==> src/rtl/sccb_req_arbiter_pkg.sv <==
// Shared types and widths for the SCCB request arbiter.
// State encodings and bus widths used by the arbiter and its interface.
package sccb_pkg;

    localparam int SCCB_ADDR_W = 8;
    localparam int SCCB_DATA_W = 8;
    localparam int GRANT_W     = 3;

    typedef enum logic [1:0] {
        IDLE,
        ISSUE,
        WAIT_DONE,
        GAP
    } sccb_state_e;

endpackage

==> src/rtl/sccb_req_arbiter_if.sv <==
// Write-master side of the SCCB arbiter: start/addr/data out, busy/done back.
// master = arbiter, slave = SCCB write engine.
interface sccb_req_arbiter_if;
    import sccb_pkg::*;

    logic                   sccb_start;
    logic [SCCB_ADDR_W-1:0] sccb_addr;
    logic [SCCB_DATA_W-1:0] sccb_data;
    logic                   sccb_busy;
    logic                   sccb_done;

    modport master (
        output sccb_start,
        output sccb_addr,
        output sccb_data,
        input  sccb_busy,
        input  sccb_done
    );

    modport slave (
        input  sccb_start,
        input  sccb_addr,
        input  sccb_data,
        output sccb_busy,
        output sccb_done
    );

endinterface

==> src/rtl/sccb_req_arbiter_rr_pick.sv <==
// Combinational round-robin picker: first set bit of pending at or after ptr.
// ptr must be below N; valid is low when nothing is pending.
module rr_pick
    import sccb_pkg::*;
#(
    parameter int N = 3
) (
    input  logic [N-1:0]       pending,
    input  logic [GRANT_W-1:0] ptr,
    output logic [GRANT_W-1:0] winner,
    output logic               valid
);

    logic [2*N-1:0] rot;

    // Rotating a doubled copy puts the search start at bit 0.
    assign rot = {pending, pending} >> ptr;

    always_comb begin
        winner = '0;
        valid  = 1'b0;
        for (int k = N - 1; k >= 0; k--) begin
            if (rot[k]) begin
                valid  = 1'b1;
                winner = GRANT_W'((int'(ptr) + k) % N);
            end
        end
    end

endmodule

==> src/rtl/sccb_req_arbiter.sv <==
// Round-robin sharing of one SCCB write master among NUM_REQ requesters.
// Optional WAIT_DONE abort counter and sticky sccb_err: define SCCB_TIMEOUT_EN.
module sccb_req_arbiter
    import sccb_pkg::*;
#(
    parameter int NUM_REQ        = 3,
    parameter int GAP_CYCLES     = 250,
    parameter int TIMEOUT_CYCLES = 50000
) (
    input  logic                           clk,
    input  logic                           rst_n,
    input  logic [NUM_REQ-1:0]             req_start,
    input  logic [SCCB_ADDR_W*NUM_REQ-1:0] req_addr,
    input  logic [SCCB_DATA_W*NUM_REQ-1:0] req_data,
    output logic [NUM_REQ-1:0]             req_pending,
    output logic [NUM_REQ-1:0]             req_done,
    output logic [NUM_REQ-1:0]             req_drop,
    sccb_req_arbiter_if.master             sccb,
    output logic [GRANT_W-1:0]             grant_id,
    output logic                           sccb_err
);

    localparam int GW = (GAP_CYCLES > 1) ? $clog2(GAP_CYCLES) : 1;
    localparam logic [GW-1:0] GAP_LAST =
        GW'((GAP_CYCLES > 0) ? GAP_CYCLES - 1 : 0);

    sccb_state_e state, state_nxt;

    logic [NUM_REQ-1:0]     pending;
    logic [NUM_REQ-1:0]     done_vec;
    logic [NUM_REQ-1:0]     accept;
    logic [NUM_REQ-1:0]     drop;
    logic [SCCB_ADDR_W-1:0] hold_addr [NUM_REQ];
    logic [SCCB_DATA_W-1:0] hold_data [NUM_REQ];
    logic [SCCB_ADDR_W-1:0] addr_sel, addr_q;
    logic [SCCB_DATA_W-1:0] data_sel, data_q;
    logic [GRANT_W-1:0]     ptr, pick;
    logic                   pick_valid;
    logic [GW-1:0]          gap_cnt;
    logic                   finish;
    logic                   timeout_hit;
    logic                   grant_now;

    rr_pick #(
        .N (NUM_REQ)
    ) u_pick (
        .pending (pending),
        .ptr     (ptr),
        .winner  (pick),
        .valid   (pick_valid)
    );

    always_ff @(posedge clk) begin
        if (!rst_n) begin
            state <= IDLE;
        end else begin
            state <= state_nxt;
        end
    end

    always_comb begin
        state_nxt = state;
        finish    = 1'b0;
        unique case (state)
            IDLE: begin
                if (pick_valid && !sccb.sccb_busy) begin
                    state_nxt = ISSUE;
                end
            end
            ISSUE: begin
                state_nxt = WAIT_DONE;
            end
            WAIT_DONE: begin
                finish = sccb.sccb_done || timeout_hit;
                if (finish) begin
                    state_nxt = (GAP_CYCLES == 0) ? IDLE : GAP;
                end
            end
            GAP: begin
                if (gap_cnt == GAP_LAST) begin
                    state_nxt = IDLE;
                end
            end
            default: state_nxt = IDLE;
        endcase
    end

    assign grant_now = (state == IDLE) && (state_nxt == ISSUE);

    always_comb begin
        done_vec = '0;
        addr_sel = '0;
        data_sel = '0;
        for (int i = 0; i < NUM_REQ; i++) begin
            done_vec[i] = finish && (grant_id == GRANT_W'(i));
            if (pick == GRANT_W'(i)) begin
                addr_sel = hold_addr[i];
                data_sel = hold_data[i];
            end
        end
    end

    // A completing slot frees up in the same cycle a new start may claim it.
    assign accept = req_start & ~(pending & ~done_vec);
    assign drop   = req_start & pending & ~done_vec;

    always_ff @(posedge clk) begin
        if (!rst_n) begin
            pending  <= '0;
            req_done <= '0;
            req_drop <= '0;
            ptr      <= '0;
            grant_id <= '0;
            addr_q   <= '0;
            data_q   <= '0;
            gap_cnt  <= '0;
        end else begin
            pending  <= (pending & ~done_vec) | accept;
            req_done <= done_vec;
            req_drop <= drop;
            if (grant_now) begin
                grant_id <= pick;
                addr_q   <= addr_sel;
                data_q   <= data_sel;
            end
            if (finish) begin
                ptr <= (grant_id == GRANT_W'(NUM_REQ - 1)) ?
                       '0 : grant_id + 1'b1;
            end
            gap_cnt <= (state == GAP) ? gap_cnt + 1'b1 : '0;
        end
    end

    always_ff @(posedge clk) begin
        for (int i = 0; i < NUM_REQ; i++) begin
            if (!rst_n) begin
                hold_addr[i] <= '0;
                hold_data[i] <= '0;
            end else if (accept[i]) begin
                hold_addr[i] <= req_addr[SCCB_ADDR_W*i +: SCCB_ADDR_W];
                hold_data[i] <= req_data[SCCB_DATA_W*i +: SCCB_DATA_W];
            end
        end
    end

`ifdef SCCB_TIMEOUT_EN
    localparam int TW = (TIMEOUT_CYCLES > 1) ? $clog2(TIMEOUT_CYCLES) : 1;
    localparam logic [TW-1:0] TO_LAST = TW'(TIMEOUT_CYCLES - 1);

    logic [TW-1:0] to_cnt;
    logic          err_q;

    assign timeout_hit = (state == WAIT_DONE) && (to_cnt == TO_LAST);

    always_ff @(posedge clk) begin
        if (!rst_n) begin
            to_cnt <= '0;
            err_q  <= 1'b0;
        end else begin
            to_cnt <= (state == WAIT_DONE) ? to_cnt + 1'b1 : '0;
            // A done landing on the last count is a normal completion.
            if (timeout_hit && !sccb.sccb_done) begin
                err_q <= 1'b1;
            end
        end
    end

    assign sccb_err = err_q;
`else
    assign timeout_hit = 1'b0 && (TIMEOUT_CYCLES > 0);
    assign sccb_err    = 1'b0;
`endif

    assign req_pending     = pending;
    assign sccb.sccb_start = (state == ISSUE);
    assign sccb.sccb_addr  = addr_q;
    assign sccb.sccb_data  = data_q;

endmodule

==> src/flat_wrapper.sv <==
// flat-port wrapper written by rule: the top's interface ports become plain ports
module sccb_req_arbiter_flat import sccb_pkg::*;
#(
    parameter int NUM_REQ        = 3,
    parameter int GAP_CYCLES     = 250,
    parameter int TIMEOUT_CYCLES = 50000
)
  (clk, rst_n, req_start, req_addr, req_data, req_pending, req_done, req_drop, grant_id, sccb_err, sccb_sccb_start, sccb_sccb_addr, sccb_sccb_data, sccb_sccb_busy, sccb_sccb_done);
  sccb_req_arbiter_if sccb_i ();
  input  logic clk;
  input  logic rst_n;
  input  logic [NUM_REQ-1:0] req_start;
  input  logic [SCCB_ADDR_W*NUM_REQ-1:0] req_addr;
  input  logic [SCCB_DATA_W*NUM_REQ-1:0] req_data;
  output logic [NUM_REQ-1:0] req_pending;
  output logic [NUM_REQ-1:0] req_done;
  output logic [NUM_REQ-1:0] req_drop;
  output logic [GRANT_W-1:0] grant_id;
  output logic sccb_err;
  output wire logic [$bits(sccb_i.sccb_start)-1:0] sccb_sccb_start;
  output wire logic [$bits(sccb_i.sccb_addr)-1:0] sccb_sccb_addr;
  output wire logic [$bits(sccb_i.sccb_data)-1:0] sccb_sccb_data;
  input wire logic [$bits(sccb_i.sccb_busy)-1:0] sccb_sccb_busy;
  input wire logic [$bits(sccb_i.sccb_done)-1:0] sccb_sccb_done;
  assign sccb_sccb_start = sccb_i.sccb_start;
  assign sccb_sccb_addr = sccb_i.sccb_addr;
  assign sccb_sccb_data = sccb_i.sccb_data;
  assign sccb_i.sccb_busy = sccb_sccb_busy;
  assign sccb_i.sccb_done = sccb_sccb_done;
  sccb_req_arbiter #(.NUM_REQ(NUM_REQ), .GAP_CYCLES(GAP_CYCLES), .TIMEOUT_CYCLES(TIMEOUT_CYCLES)) u_core (.clk(clk), .rst_n(rst_n), .req_start(req_start), .req_addr(req_addr), .req_data(req_data), .req_pending(req_pending), .req_done(req_done), .req_drop(req_drop), .sccb(sccb_i), .grant_id(grant_id), .sccb_err(sccb_err));
endmodule
==> config.mk <==
export PLATFORM = sky130hd
export DESIGN_NAME = sccb_req_arbiter_flat
export DESIGN_NICKNAME = d
export VERILOG_FILES = /design/src/rtl/sccb_req_arbiter_pkg.sv /design/src/rtl/sccb_req_arbiter_if.sv /design/src/rtl/sccb_req_arbiter_rr_pick.sv /design/src/rtl/sccb_req_arbiter.sv /design/src/flat_wrapper.sv
export SDC_FILE = /design/constraint.sdc
export NUM_CORES = 1
export LEC_CHECK = 0
export ABC_CLOCK_PERIOD_IN_PS = 4100
export CELL_PAD_IN_SITES_DETAIL_PLACEMENT = 0
export CELL_PAD_IN_SITES_GLOBAL_PLACEMENT = 2
export CORE_ASPECT_RATIO = 2
export CORE_MARGIN = 2
export CORE_UTILIZATION = 31
export CTS_CLUSTER_SIZE = 40
export DETAILED_ROUTE_END_ITERATION = 8
export GPL_TIMING_DRIVEN = 0
export PLACE_DENSITY = 0.78
export SLEW_MARGIN = 20
export SYNTH_ARGS = -nofsm -noshare
export SYNTH_HDL_FRONTEND = slang
export SYNTH_HIERARCHICAL = 1
export SYNTH_SLANG_ARGS = --single-unit
==> constraint.sdc <==
create_clock -name clk -period 4.1 [get_ports clk]
set_clock_uncertainty 0.1 [all_clocks]
set_input_delay 0.82 -clock clk [delete_from_list [all_inputs] [get_ports clk]]
set_output_delay 0.82 -clock clk [all_outputs]
set_load 0.01 [all_outputs]
==> impl_metrics.toml, run 1 <==
[timing]
rsz0062_at_grt = "no"
clock.fmax_ghz = 0.252
finalCritPeriodShare_pct = 96.7
setup_ws_ps = 136
timing.hold.ws_ps = 378
finalSetupTns_ps = 0
drv_slew = 0
worst_pin_slew_ps = 676
max_slew_margin_pct = 55.0
hold_violations = 0
setup_viol = 0
fin_crit_ps = 3960

[power]
p_per_area_mw_per_mm2 = 393
leakage_nw = 2.19
ir_drop_uv = 252

[placement]
dp.final_hpwl_um = 9100
post_dp_cell_area_sq_mm = 0.00557
gp_congestion = 0.823
dpl_worst_slack_ps = -761
placement.io_buffers = 83

[flow_run]
max-cap-violations = 0

[critical_path]
reg2reg_depth = 18
rr_endpoint = "u_core/sccb.sccb_addr[1]$_SDFFE_PN0P_"
crit_type = "flop to flop"
critical_path_arrival_ps = 4090
worstPathRequired_ps = 4230
rrSetupSlack_ps = 140
endpoint_kind = "flop"
rr_startpoint = "u_core/ptr[0]$_SDFFE_PN0N_"
crit_fanout = 10
cp-start-kind = "flop"

[route]
drtAntennaViolNets = 0
detail_route.iter0.violations = 138
routedWlPerCell_um = 16.6
via_per_inst = 4.75
routed_wl_um = 11400
num_vias = 3271
drc = 0
drtPass1Iterations = 6

[synthesis]
netlist.area_leader.share_pct = 32.1
yosysTopAreaCell = "edfxtp_1"
syn_nets = 470
ys_types = 54
synth_edf_count = 48
synth_warnings = 6
ys_ff_latch = 89
synthArstFlopShare_pct = 0
synth-main-ff-cell = "edfxtp_1"
syn_inst = 395
avgSynthCellArea_sq_um = 11.4
synth_area_leaders = "edfxtp_1, dfxtp_1, and2_1, mux2i_1, ha_1"
syn-cell-area_sq_mm = 0.00449
ys_seq_area_share_pct = 50.4

[worst_hold_path]
min_from = "u_core/gap_cnt[0]$_SDFF_PN0_"
holdPathStages = 1
hold_class = "flop to flop"
holdPathEnd = "u_core/gap_cnt[0]$_SDFF_PN0_"

[grt]
antenna_found_initial = 0
grt_pass1_vias = 3374
grt_remaining_overflow = 0
grt-busiest-layer = "met2"
gr-usage-met1_pct = 13.8
grt_pass1_wl_um = 17300
grt_max_degree = 17
grt_use_total_pct = 15.3
use_met2_pct = 31.3
use_met3_pct = 2.18

[clock_tree]
htree_levels = 3
cts_tree = "built"
clockBufferDepth = 2
clkLatencyLatePin_ps = 330
root_buffer = "clkbuf_16"
cts_made_buffers = 9
cts_sinks = 89
hold_buffers = 0
clk_pin_slew_ps = 60

[final_layout]
seqCellArea_sq_mm = 0.00227
multi_input_area_sq_mm = 0.00212
syn_to_final_growth_pct = 33.9
drive_above_1_share_pct = 13.9
fin_util_pct = 42.1
nNetsFinal = 567
antenna_cells = 0
final_cell_area_sq_mm = 0.00601
n_fill_cell = 1414

[status]
status = "completed"

[floorplan]
die-height_um = 174
ios = 85
rows = 62
fp.coreArea_sq_mm = 0.0143
die_x_um = 89.1
dieArea_sq_mm = 0.0155
start_util_pct = 31.4
cell families after synthesis:
group | synth area share (%)
buf+inv | 4.02
compound gates | 14.0
flops | 50.4
other cells | 0.0836
fa+ha+maj | 5.75
simple gates | 18.4
mux | 5.61
xor+xnor | 1.73
metal layers:
layer	up-vias	share of wire (%)	wire length, um
met5	-	0	0
met1	1534	34	3830
met3	19	3.0	340
met4	0	2.9	325
met2	92	61	6900
li1	1626	-	-
cell usage after synthesis (2+ instances only):
cell type and count:
clkbuf_1 12, and3_1 2, ha_1 19, nand3_1 7
a22o_1 6, or3_1 3, xor2_1 3, a211oi_1 3
edfxtp_1 48, o2bb2ai_1 16, a22o_2 10, nor2b_1 4
nand2b_1 5, buf_2 6, xnor2_1 4, nor4_4 2
a21oi_1 13, nand2_1 13, nor2_1 24, buf_6 4
inv_1 13, nor4_1 2, mux2i_1 24, nand3b_1 6
a21o_1 2, dfxtp_1 41, a31oi_1 6, o21ai_0 18
nand4b_1 3, and2_1 49, o22ai_1 3, and3b_1 2
cell type report:
class / count / area share [%]
flip-flops and latches: 89 / 37.8
multi-input cells: 269 / 35.3
repair buffers: 87 / 14.4
well taps: 192 / 4.00
clock buffers: 10 / 3.81
plain buffers: 23 / 2.65
clock inverters: 6 / 1.15
inverters: 13 / 0.875
critical path, cell delays in order (launching register included):
cell       delay, ps
dfxtp_4          410
buf_6            150
clkbuf_4         200
inv_1             60
ha_1             320
ha_1             200
inv_1             70
ha_1             270
nand2b_1         100
nor4_4           240
a22oi_2          110
nor4_4           240
mux2i_1          130
o21ai_0          170
buf_4            170
buf_4            180
mux2i_1          320
o2bb2ai_1        160
a22o_1           240
flip-flops by register name, indices dropped and copies added (netlist names):
signal / cells
u_core/hold_addr: 24
u_core/hold_data: 24
u_core/gap_cnt: 8
u_core/sccb.sccb_addr: 8
u_core/sccb.sccb_data: 8
u_core/grant_id: 3
u_core/ptr: 3
u_core/req_done: 3
u_core/req_drop: 3
u_core/req_pending: 3
u_core/state: 2
how the worst max path moves through the flow:
stage	from	to	slack [ps]	cells past startpoint
5_1_grt	u_core/ptr[0]$_SDFFE_PN0N_	u_core/sccb.sccb_data[5]$_SDFFE_PN0P_	3	19
4_1_cts	u_core/ptr[0]$_SDFFE_PN0N_	u_core/sccb.sccb_data[5]$_SDFFE_PN0P_	8	18
2_1_floorplan	u_core/ptr[0]$_SDFFE_PN0N_	u_core/sccb.sccb_addr[0]$_SDFFE_PN0P_	30	19
3_3_place_gp	u_core/ptr[0]$_SDFFE_PN0N_	u_core/sccb.sccb_addr[7]$_SDFFE_PN0P_	-690	18
3_5_place_dp	u_core/ptr[0]$_SDFFE_PN0N_	u_core/sccb.sccb_data[2]$_SDFFE_PN0P_	-760	18
6_report	u_core/ptr[0]$_SDFFE_PN0N_	u_core/sccb.sccb_addr[1]$_SDFFE_PN0P_	140	18
report_power, final:
part	total, mW	leakage (nW)	switching, mW	internal, mW
combinational	0.504	1.20	0.250	0.254
clock	0.810	0.143	0.336	0.474
sequential	1.05	0.853	0.0403	1.01
total	2.36	2.19	0.626	1.73
cell usage in the layout, fill, tap and decap left out, drive strengths merged, types with 5 or more instances in the layout:
| master | synthesis | final |
|---|---|---|
| clkdlybuf4s50 | 0 | 83 |
| and2 | 50 | 50 |
| edfxtp | 48 | 48 |
| dfxtp | 41 | 41 |
| nor2 | 24 | 24 |
| mux2i | 24 | 24 |
| clkbuf | 12 | 21 |
| ha | 19 | 19 |
| o21ai | 18 | 18 |
| o2bb2ai | 16 | 16 |
| a22o | 16 | 16 |
| buf | 12 | 16 |
| nand2 | 13 | 13 |
| a21oi | 13 | 13 |
| inv | 13 | 12 |
| nand3 | 7 | 7 |
| nand3b | 6 | 6 |
| a31oi | 6 | 6 |
| nand2b | 5 | 5 |
| xnor2 | 5 | 5 |
per-stage QoR:
step,std cells,power (mW)
floorplan,395,1.32
global route,689,2.46
detailed placement,671,1.52
finish,689,2.36
global placement,670,1.52
CTS,688,2.38
timing repair:
action	4_1_cts	5_1_grt
hold endpoints to repair	0	0
pin swaps	1	1
resized for setup	29	6
endpoints found under the setup margin	18	12
setup buffers	2	1
Note: power is estimated with default switching activity, not from simulation.
==> run 2, diff against run 1 <==
--- a/config.mk
+++ b/config.mk
@@ -13,6 +13,7 @@
 export CORE_UTILIZATION = 31
 export CTS_CLUSTER_SIZE = 40
 export DETAILED_ROUTE_END_ITERATION = 8
+export GPL_ROUTABILITY_DRIVEN = 0
 export GPL_TIMING_DRIVEN = 0
 export PLACE_DENSITY = 0.78
 export SLEW_MARGIN = 20
==> results of run 2 <==
Same layout as run 1: the final DEF is identical, and so are final timing and power.
==> run 3, diff against run 2 <==
==> constraint.sdc (replaced) <==
create_clock -name clk -period 4.1 [get_ports clk]
set_clock_uncertainty 0.1 [all_clocks]
set_input_delay 0.82 -clock clk [delete_from_list [all_inputs] [get_ports clk]]
set_output_delay 0.82 -clock clk [all_outputs]
set_load 0.02 [all_outputs]
==> results of run 3 <==
Same layout as run 1 (identical final DEF). Status: completed.
Main changes from that run: total power 2.36 mW -> 2.38 mW
